**src/rtl/cv32e40p_pkg.sv**
```systemverilog
// Shared types and constants for the TMR multiplier fault monitor.
//
// Contents:
//   mon_state_e      health state of the triplicated multiplier
//   REPLICA_NONE..C  replica encoding used on culprit/alarm outputs
package cv32e40p_pkg;

    // Health of the replica set, ordered from fully healthy to untrustworthy
    typedef enum logic [1:0] {
        MON_OK      = 2'd0,
        MON_SUSPECT = 2'd1,
        MON_FAILED  = 2'd2,
        MON_UNCORR  = 2'd3
    } mon_state_e;

    localparam logic [1:0] REPLICA_NONE = 2'd0;
    localparam logic [1:0] REPLICA_A    = 2'd1;
    localparam logic [1:0] REPLICA_B    = 2'd2;
    localparam logic [1:0] REPLICA_C    = 2'd3;

endpackage

```
**src/rtl/cv32e40p_tmr_disagree.sv**
```systemverilog
// Combinational majority classifier for three W-bit replica vectors.
//
// Ports:
//   vec_a, vec_b, vec_c  in   W  replica vectors
//   culprit              out  2  replica outvoted by the other two (REPLICA_NONE if all agree)
//   uncorr               out  1  no two replicas agree
module cv32e40p_tmr_disagree
    import cv32e40p_pkg::*;
#(
    parameter int W = 35
) (
    input  logic [W-1:0] vec_a,
    input  logic [W-1:0] vec_b,
    input  logic [W-1:0] vec_c,
    output logic [1:0]   culprit,
    output logic         uncorr
);

    logic eq_ab;
    logic eq_ac;
    logic eq_bc;

    assign eq_ab = (vec_a == vec_b);
    assign eq_ac = (vec_a == vec_c);
    assign eq_bc = (vec_b == vec_c);

    // The replica left out of the agreeing pair is the culprit. When a==b and
    // a==c all three agree, so that case is tested first.
    always_comb begin
        culprit = REPLICA_NONE;
        uncorr  = 1'b0;
        if (eq_ab && eq_ac) begin
            culprit = REPLICA_NONE;
        end else if (eq_ab) begin
            culprit = REPLICA_C;
        end else if (eq_ac) begin
            culprit = REPLICA_B;
        end else if (eq_bc) begin
            culprit = REPLICA_A;
        end else begin
            uncorr = 1'b1;
        end
    end

endmodule

```
**src/rtl/cv32e40p_tmr_mult_fault_monitor.sv**
```systemverilog
// Fault monitor for the triplicated multiplier. Observes the three replica
// outputs whenever the voted result is consumed, attributes disagreements to a
// replica, counts them and classifies the fault. Status only; the voted
// datapath is never touched.
//
// Ports:
//   clk, rst_n                    clock, asynchronous active-low reset
//   sample_i                      replica outputs valid this cycle
//   res_{a,b,c}_i  [DATA_W]       replica results
//   ctrl_{a,b,c}_i [3]            replica {multicycle, mulh_active, ready}
//   clear_i                       synchronous clear of counters, state and alarms
//   mismatch_o                    last sample had any disagreement
//   culprit_o      [2]            replica of the last single mismatch
//   err_cnt_{a,b,c}_o [CNT_W]     saturating per-replica mismatch counts
//   alarm_o, alarm_replica_o [2]  sticky persistent-fault alarm and its replica
//   uncorrectable_o               sticky: majority no longer trustworthy
//   state_o        [2]            mon_state_e
module cv32e40p_tmr_mult_fault_monitor
    import cv32e40p_pkg::*;
#(
    parameter int DATA_W         = 32,
    parameter int CNT_W          = 8,
    parameter int PERSIST_THRESH = 4
) (
    input  logic              clk,
    input  logic              rst_n,
    input  logic              sample_i,
    input  logic [DATA_W-1:0] res_a_i,
    input  logic [DATA_W-1:0] res_b_i,
    input  logic [DATA_W-1:0] res_c_i,
    input  logic [2:0]        ctrl_a_i,
    input  logic [2:0]        ctrl_b_i,
    input  logic [2:0]        ctrl_c_i,
    input  logic              clear_i,
    output logic              mismatch_o,
    output logic [1:0]        culprit_o,
    output logic [CNT_W-1:0]  err_cnt_a_o,
    output logic [CNT_W-1:0]  err_cnt_b_o,
    output logic [CNT_W-1:0]  err_cnt_c_o,
    output logic              alarm_o,
    output logic [1:0]        alarm_replica_o,
    output logic              uncorrectable_o,
    output logic [1:0]        state_o
);

    localparam int                CONS_W     = $clog2(PERSIST_THRESH + 1);
    localparam logic [CNT_W-1:0]  CNT_MAX    = '1;
    localparam logic [CONS_W-1:0] CONS_LAST  = CONS_W'(PERSIST_THRESH - 1);
    localparam logic [CONS_W-1:0] CONS_ONE   = CONS_W'(1);

    logic [1:0] cls_culprit;
    logic       cls_uncorr;

    // Control bits are compared together with the result so that a replica
    // with a wrong handshake is caught even when its data happens to match.
    cv32e40p_tmr_disagree #(
        .W (DATA_W + 3)
    ) u_disagree (
        .vec_a   ({ctrl_a_i, res_a_i}),
        .vec_b   ({ctrl_b_i, res_b_i}),
        .vec_c   ({ctrl_c_i, res_c_i}),
        .culprit (cls_culprit),
        .uncorr  (cls_uncorr)
    );

    mon_state_e        state_q,      state_d;
    logic [1:0]        track_q,      track_d;
    logic [CONS_W-1:0] consec_q,     consec_d;
    logic [CNT_W-1:0]  cnt_a_q,      cnt_a_d;
    logic [CNT_W-1:0]  cnt_b_q,      cnt_b_d;
    logic [CNT_W-1:0]  cnt_c_q,      cnt_c_d;
    logic              mismatch_q,   mismatch_d;
    logic [1:0]        culprit_q,    culprit_d;
    logic              alarm_q,      alarm_d;
    logic [1:0]        alarm_rep_q,  alarm_rep_d;
    logic              uncorr_q,     uncorr_d;
    logic              single;

    function automatic logic [CNT_W-1:0] sat_inc(input logic [CNT_W-1:0] v);
        return (v == CNT_MAX) ? v : v + CNT_W'(1);
    endfunction

    assign single = (cls_culprit != REPLICA_NONE);

    // Next-state logic. Clear wins over a sample in the same cycle. Once the
    // monitor is UNCORR every piece of bookkeeping is frozen; a fresh UNCORR
    // classification still forces UNCORR from any state. A single mismatch
    // while FAILED is still counted, even when it is the one that moves the
    // monitor to UNCORR.
    always_comb begin
        state_d     = state_q;
        track_d     = track_q;
        consec_d    = consec_q;
        cnt_a_d     = cnt_a_q;
        cnt_b_d     = cnt_b_q;
        cnt_c_d     = cnt_c_q;
        mismatch_d  = sample_i && (single || cls_uncorr);
        culprit_d   = culprit_q;
        alarm_d     = alarm_q;
        alarm_rep_d = alarm_rep_q;
        uncorr_d    = uncorr_q;

        if (clear_i) begin
            state_d     = MON_OK;
            track_d     = REPLICA_NONE;
            consec_d    = '0;
            cnt_a_d     = '0;
            cnt_b_d     = '0;
            cnt_c_d     = '0;
            mismatch_d  = 1'b0;
            culprit_d   = REPLICA_NONE;
            alarm_d     = 1'b0;
            alarm_rep_d = REPLICA_NONE;
            uncorr_d    = 1'b0;
        end else if (sample_i) begin
            if (cls_uncorr) begin
                state_d  = MON_UNCORR;
                uncorr_d = 1'b1;
            end else if (single && state_q != MON_UNCORR) begin
                culprit_d = cls_culprit;
                case (cls_culprit)
                    REPLICA_A: cnt_a_d = sat_inc(cnt_a_q);
                    REPLICA_B: cnt_b_d = sat_inc(cnt_b_q);
                    default:   cnt_c_d = sat_inc(cnt_c_q);
                endcase
                case (state_q)
                    MON_OK: begin
                        state_d  = MON_SUSPECT;
                        track_d  = cls_culprit;
                        consec_d = CONS_ONE;
                    end
                    MON_SUSPECT: begin
                        if (cls_culprit == track_q) begin
                            consec_d = consec_q + CONS_ONE;
                            if (consec_q == CONS_LAST) begin
                                state_d     = MON_FAILED;
                                alarm_d     = 1'b1;
                                alarm_rep_d = track_q;
                            end
                        end else begin
                            track_d  = cls_culprit;
                            consec_d = CONS_ONE;
                        end
                    end
                    MON_FAILED: begin
                        if (cls_culprit != alarm_rep_q) begin
                            state_d  = MON_UNCORR;
                            uncorr_d = 1'b1;
                        end
                    end
                    default: ;
                endcase
            end else if (!single && state_q == MON_SUSPECT) begin
                state_d  = MON_OK;
                consec_d = '0;
            end
        end
    end

    // State and output registers; reset returns everything to idle at once.
    always_ff @(posedge clk or negedge rst_n) begin
        if (!rst_n) begin
            state_q     <= MON_OK;
            track_q     <= REPLICA_NONE;
            consec_q    <= '0;
            cnt_a_q     <= '0;
            cnt_b_q     <= '0;
            cnt_c_q     <= '0;
            mismatch_q  <= 1'b0;
            culprit_q   <= REPLICA_NONE;
            alarm_q     <= 1'b0;
            alarm_rep_q <= REPLICA_NONE;
            uncorr_q    <= 1'b0;
        end else begin
            state_q     <= state_d;
            track_q     <= track_d;
            consec_q    <= consec_d;
            cnt_a_q     <= cnt_a_d;
            cnt_b_q     <= cnt_b_d;
            cnt_c_q     <= cnt_c_d;
            mismatch_q  <= mismatch_d;
            culprit_q   <= culprit_d;
            alarm_q     <= alarm_d;
            alarm_rep_q <= alarm_rep_d;
            uncorr_q    <= uncorr_d;
        end
    end

    assign mismatch_o      = mismatch_q;
    assign culprit_o       = culprit_q;
    assign err_cnt_a_o     = cnt_a_q;
    assign err_cnt_b_o     = cnt_b_q;
    assign err_cnt_c_o     = cnt_c_q;
    assign alarm_o         = alarm_q;
    assign alarm_replica_o = alarm_rep_q;
    assign uncorrectable_o = uncorr_q;
    assign state_o         = state_q;

endmodule

```
**config.mk**
```make
export PLATFORM = sky130hd
export DESIGN_NAME = cv32e40p_tmr_mult_fault_monitor
export DESIGN_NICKNAME = d
export VERILOG_FILES = /design/src/rtl/cv32e40p_pkg.sv /design/src/rtl/cv32e40p_tmr_disagree.sv /design/src/rtl/cv32e40p_tmr_mult_fault_monitor.sv
export SDC_FILE = /design/constraint.sdc
export NUM_CORES = 1
export LEC_CHECK = 0
export ABC_AREA = 1
export BUFFER_PORTS_ARGS = -buffer_cell sky130_fd_sc_hd__buf_2
export CORE_ASPECT_RATIO = 0.9
export CORE_MARGIN = 2
export CORE_UTILIZATION = 33
export CTS_CLUSTER_DIAMETER = 30
export DETAILED_ROUTE_END_ITERATION = 10
export GPL_TIMING_DRIVEN = 0
export HOLD_SLACK_MARGIN = 0.03
export PLACE_DENSITY = 0.6
export SLEW_MARGIN = 40
export SYNTH_ARGS = -nofsm -noshare
export SYNTH_HDL_FRONTEND = slang
export SYNTH_SLANG_ARGS = --single-unit
```
**constraint.sdc**
```tcl
create_clock -name clk -period 2.4 [get_ports clk]
set_input_delay 0.12 -clock clk [delete_from_list [all_inputs] [get_ports clk]]
set_output_delay 0.12 -clock clk [all_outputs]
set_load 0.1 [all_outputs]
```
# == Word-level counts from Yosys, hierarchy flattened ==
# Index checks and enable logic that the tools add are counted.
# word_totals
ff_bits,38
# op_classes
addsub,4
n_eq_ne,25
muxes,73
reduce_logical,31
# op_table
cell,count
$mux W8,18
$eq A35 B35 Y1,3
$mux W2,27
$add A8 B1 Y8 const B,3
$eq A8 B8 Y1 const B,3
$reduce_and A5 Y1,4
$mux W1,19
$mux W3,6
$reduce_bool A2 Y1,8
$ne A5 B5 Y1 const B,3
$reduce_bool A3 Y1,5
$reduce_and A6 Y1,2
$ne A2 B2 Y1 const B,5
$reduce_and A4 Y1,2
$ne A6 B3 Y1 const B,1
$pmux W2 S3,1
$pmux W3 S2,1
$eq A2 B1 Y1 const B,2
$eq A2 B2 Y1 const B,2
$logic_and A1 B1 Y1,4
$ne A4 B2 Y1 const B,1
$pmux W2 S2,1
$reduce_bool A4 Y1,1
$add A3 B1 Y3 const B,1
other kinds (10),10

# == Depth between registers and ports, before layout ==
# depth
word_depth,13
ltp_mapped,24
mapped_depth_nobuf,24

# == Modules after synthesis ==
# From an unflattened synthesis, not the netlist that was laid out.
# hier_totals
cells_unflattened,661
area_unflattened_um2,4119.0
# modules_own_cells
mod,n_inst,cells_per_inst,area_per_inst_um2
cv32e40p_tmr_mult_fault_monitor,1,330,2376.0
cv32e40p_tmr_disagree,1,331,1742.9

# == Worst setup path after synthesis ==
# Ideal clock, no wire load.
# synth_timing
path_kind,in2reg
start,input port res_a_i[18]
end,"register cnt_b_q[0], in the netlist err_cnt_b_o[0]"
setup_ns,0.129
arrival_time_ns,2.315
required_ns,2.271
slack_ns,-0.044
cell_stages,17
n_path_buf,1
path_cell_list,xnor2_1 -> nand2_1 -> nor2_1 -> nand2_1 -> nor2_1 -> nand3_2 -> inv_2 -> ha_1 -> inv_1 -> ha_1 -> nor2_1 -> inv_1 -> nor3_4 -> inv_2 -> o21ai_2 -> buf_6 -> o21ai_0
# synth_via
elab_chain_cells,8
elab_cells_between_ends,16
# synth_lines
item,line,source
from (decl),cv32e40p_tmr_mult_fault_monitor.sv:28,"input logic [DATA_W-1:0] res_a_i,"
$eq A35 B35 Y1,cv32e40p_tmr_disagree.sv:24,assign eq_ac = (vec_a == vec_c);
$mux W2,cv32e40p_tmr_disagree.sv:36,end else if (eq_ac) begin
$mux W2,cv32e40p_tmr_disagree.sv:34,end else if (eq_ab) begin
$mux W2,cv32e40p_tmr_disagree.sv:32,if (eq_ab && eq_ac) begin
$reduce_bool A2 Y1,cv32e40p_tmr_mult_fault_monitor.sv:83,assign single = (cls_culprit != REPLICA_NONE);
$logic_and A1 B1 Y1,cv32e40p_tmr_mult_fault_monitor.sv:119,end else if (single && state_q != MON_UNCORR) begin
$reduce_bool A2 Y1 (no source line),--,
$reduce_and A5 Y1 (no source line) (*),--,
to (signal assigned),cv32e40p_tmr_mult_fault_monitor.sv:179,cnt_b_q <= cnt_b_d;
to (decl),cv32e40p_tmr_mult_fault_monitor.sv:70,"logic [CNT_W-1:0] cnt_b_q, cnt_b_d;"
# Every way passes the cells marked *; elsewhere a longest branch is shown, timed or not.
# A chain may end at the register's enable or synchronous reset.

# == Final worst setup path ==
# layout_timing
start,input port res_a_i[16]
end,"register state_q[0], in the netlist state_o[0]"
# layout_via
elab_chain_cells,10
elab_cells_between_ends,25
# layout_lines
item,line,source
$eq A35 B35 Y1,cv32e40p_tmr_disagree.sv:24,
$mux W2,cv32e40p_tmr_disagree.sv:36,
$mux W2,cv32e40p_tmr_disagree.sv:34,
$mux W2,cv32e40p_tmr_disagree.sv:32,
$reduce_bool A2 Y1,cv32e40p_tmr_mult_fault_monitor.sv:83,
$logic_and A1 B1 Y1,cv32e40p_tmr_mult_fault_monitor.sv:119,
$mux W2,cv32e40p_tmr_mult_fault_monitor.sv:119,
$mux W2,cv32e40p_tmr_mult_fault_monitor.sv:116,if (cls_uncorr) begin
$mux W2,cv32e40p_tmr_mult_fault_monitor.sv:115,end else if (sample_i) begin
$mux W2,cv32e40p_tmr_mult_fault_monitor.sv:103,if (clear_i) begin
to (signal assigned),cv32e40p_tmr_mult_fault_monitor.sv:175,state_q <= state_d;
to (decl),cv32e40p_tmr_mult_fault_monitor.sv:66,"mon_state_e state_q, state_d;"
# Several ways; a longest one is shown, not always the timed one. The select of a mux whose other input is x is not followed.

==> summary.md <==
| Metric | Value |
|---|---|
| Total of max-cap violations | `0` |
| Leak | `approximately 2.7 nW` |
| Clock transition at path regs | `about 0.060 ns` |
| Die Height | `~110 microns` |
| # DRC | `0` |
| Via count | `between 4k and 5k` |
| Internal power | `~1.3 mW` |
| Slew Limit Fails | `0` |
| Final Worst Setup Slack | `approximately 0.16 ns` |
| Cell variety after synth | `28` |
| Slowest-stage cell, CP | `ha_4` |
| Number of port buffers | `~140` |
| First-pass GRT wire length | `between 15 and 20 mm` |
| Worst R2R Start | `state_o[1]$_DFFE_PN0P_` |
| Final wirelength | `about 11 mm` |
| Hold Path Origin | `sample_i` |
| Sink Count | `38` |
| Crit path top cell by count | `nand2_1` |
| Sw power | `approximately 0.56 mW` |
| Dpl hpwl | `8.85 mm` |
| Synth Cell Area | `roughly 0.0038 sq mm` |
| Hold Crit Depth | `3` |
| DRT iter0 DRCs | `257` |
| Warnings from Yosys | `0` |
| Io pins | `142` |
| Worst Path Max Fanout | `4` |
| Largest net degree at the start of global routing | `39` |
| Flop pwr share | `between 30% and 40%` |
| Final hold violation count | `0` |
| Worst slack at placement | `-0.757 ns` |
| Asr flop ratio synth | `100%` |
| Syn_area_per_cell | `6.72 sq um` |
| Setup TNS Final | `0 ns` |
| Diode count | `0` |
| Hold WC Path Type | `in -> reg` |
| Clock Power Share | `between 30 and 40%` |
| Layout Utilization | `around 45%` |
| Max IR drop VDD | `between 0.2 and 0.25 mV` |
| Worst Hold End | `uncorrectable_o$_DFFE_PN0P_` |
| Crit path DAT | `2.42 ns` |
| Type of the worst setup path | `in -> reg` |
| CP Capture Type | `register` |
| Worst Skew | `around 0.0047 ns` |
| Sw frac | `between 30% and 40%` |
| Critical path cell sequence | `buf_2 > xnor2_1 > nand2_1 > nor2_2 > nand2_1 > nor2_2 > nand3_2 > inv_2 > ha_4 > inv_4 > ha_4 > nor2_4 > buf_4 > a21oi_2 > inv_2 > o31ai_1 > inv_1 > nand2_1 > inv_1 > nand2_2 > nand2_4 > nand3_1 > nand2_1` |
| TritonCTS Buffers | `5` |
| Fin crit share | `between 90% and 100%` |
| Synth Flop Type | `dfrtp_1` |
| Gate Count Post-Synth | `about 560` |
| Top cells by count, synth | `161 x nand2_1, 77 x xnor2_1, 73 x inv_1` |
| CTS tree | `yes` |
| Die footprint | `between 0.01 and 0.015 sq mm` |
| Total Routing Usage GR | `between 10% and 20%` |
| Num rows | `37` |
| Router iterations before antenna repair | `4` |
| Critical Path Max Stage Delay | `approximately 0.22 ns` |
| Die W | `between 100 and 150 microns` |
| WL per Instance | `12.8 microns` |
| Root Buffer | `clkbuf_16` |
| GPL Wtd Cong | `a little over 0.9` |
| Vias in the first global route | `3775` |
| Seq/Total Area, Yosys | `roughly 25%` |
| Post-DR vias/cell | `4.58` |
| Post-synth top area cell | `dfrtp_1` |
| Area delta synth->final | `34.5%` |
| Post-synth EDFFs | `0` |
| Antenna violations before repair | `0` |
| Hold_ws | `0.114 ns` |
| Most instantiated library cell after synthesis | `nand2_1` |
| Pwr per Cell Area | `361 mW/mm^2` |
| Clock Tree Buf Depth | `2` |
| Grt total ovfl | `0` |
| Final Critical Period | `roughly 2.2 ns` |
| Share of layout cells above drive strength 1 | `around 28%` |
| Synth top area share | `between 20% and 30%` |
| Final setup violation count | `0` |
| Worst reg2reg setup slack | `roughly 0.65 ns` |
| RSZ-0062 raised after global routing | `true` |
| Comb pwr share | `27.8%` |
| Yosys reg bits | `38` |
| Pwr Total | `1.83 mW` |
| Worst EP required | `2.57 ns` |
| Outcome | `complete, no violations` |
| Max-slew headroom | `just under 60%` |
| Worst-margin pin slew | `just over 0.6 ns` |
| Syn nets | `just under 700` |
| Largest cells by area after synthesis | `dfrtp_1 25%, xnor2_1 18%, nand2_1 16%` |
| Clk_lat worst skew | `about 0.28 ns` |
| CORE AREA | `~0.011 sq mm` |
| RR Endpoint | `state_o[0]$_DFFE_PN0P_` |
| CP startpoint kind | `input port` |
| Nets | `843` |
| Fmax | `~450 MHz` |
| Initial Util | `around a third` |
| Worst R2R Path Depth | `12` |
| H-tree depth | `2` |
| Antenna viol nets, final | `0` |
## stage by stage
step,area (sq um),instances
3_5_place_dp,4690,858
4_1_cts,4960,874
6_report,5070,878
2_1_floorplan,3790,561
5_1_grt,5070,878
3_3_place_gp,4690,858
## layer usage
layer  part of all wire (%)  wire length (microns)  GRT usage, %  vias up
li1                       -                      -             -     2060
met1                     47                   5240          25.3     1835
met2                     47                   5290          29.0      115
met3                    5.3                    597          2.53       13
met4                    1.1                    124          3.61        0
met5                      0                      0             0        -
## worst max path at each step
stage,slack (ns),end,depth (start not counted),startpoint
after floorplan,0.04,err_cnt_b_o[0]$_DFFE_PN0P_,8,state_o[0]$_DFFE_PN0P_
after global placement,-0.71,err_cnt_b_o[3]$_DFFE_PN0P_,18,res_b_i[4]
after detailed placement,-0.76,err_cnt_b_o[6]$_DFFE_PN0P_,18,res_a_i[8]
after CTS,0.0005,err_cnt_b_o[0]$_DFFE_PN0P_,19,res_b_i[4]
after global routing,-0.03,state_o[1]$_DFFE_PN0P_,24,res_a_i[16]
final,0.16,state_o[0]$_DFFE_PN0P_,23,res_a_i[16]
## area by class of cell
type,count,area [sq um]
fillers,1157,6220
multi-input cells,441,2650
flip-flops and latches,38,951
repair buffers,153,808
inverters,75,284
well taps,156,195
clock buffers,7,143
plain buffers,7,41.3
clock inverters,1,5.00
## logic make-up after synthesis
family          after synthesis  share of synthesized area, %
compound gates               35                          5.94
xor+xnor                    101                          23.4
fa+ha+maj                    13                          4.31
buf+inv                      82                          8.56
flops                        38                          25.2
simple gates                292                          32.5
## critical path: cells and delay by family
kind                       cells  cell delay (ns)
AOI/OAI and AO/OA              2             0.18
xor gates and xnor gates       1             0.16
adders and majority gates      2             0.38
buffers and inverters          7             0.57
and+or+nand+nor               11             1.00
## sequential cells by signal, summed over array words and instances (netlist names)
register,cells
err_cnt_a_o,8
err_cnt_c_o,8
state_o,2
consec_q,3
culprit_o,2
alarm_o,1
uncorrectable_o,1
mismatch_o,1
alarm_replica_o,2
err_cnt_b_o,8
track_q,2
## repair_timing
| action | in CTS | in global routing |
|---|---|---|
| gates cloned | 1 | 0 |
| hold buffers | 1 | 0 |
| pin swaps | 5 | 14 |
| endpoints found under the hold margin | 38 | 0 |
| setup endpoints to repair | 33 | 34 |
| gates resized for setup | 17 | 22 |
| buffers inserted | 6 | 4 |
## layout by cell type (no fill, tap or decap), types with 2 or more instances in the layout
master     netlist  final
a21oi_1          6      5
a31oi_1          2      2
buf_2            0    140
buf_4            0     10
buf_6            2      4
clkbuf_1         4      5
clkbuf_16        0      5
dfrtp_1         38     38
ha_1            13     11
ha_4             0      2
inv_1           73     69
inv_2            2      5
nand2_1        161    156
nand2_2          6      7
nand2_4          0      4
nand3_1         48     46
nand3_2          1      3
nand4_1          9      9
nor2_1          61     54
nor2_2           0      6
nor3_1           2      2
o21ai_0         14     11
o21ai_1          0      3
o21ai_2          3      2
o31ai_1          6      6
o31ai_2          2      2
xnor2_1         77     71
xnor2_2          0      6
xor2_1          24     24
## power groups by stage
| stage | Sequential [mW] | Combinational [mW] | Clock [mW] |
|---|---|---|---|
| finish | 0.651 | 0.508 | 0.672 |
| global placement | 0.662 | 0.477 | 0 |
| global route | 0.651 | 0.563 | 0.708 |
| floorplan | 0.697 | 0.235 | 0 |
| detailed placement | 0.662 | 0.487 | 0 |
| CTS | 0.651 | 0.504 | 0.684 |
No activity file was read; power rests on OpenSTA's default activity.
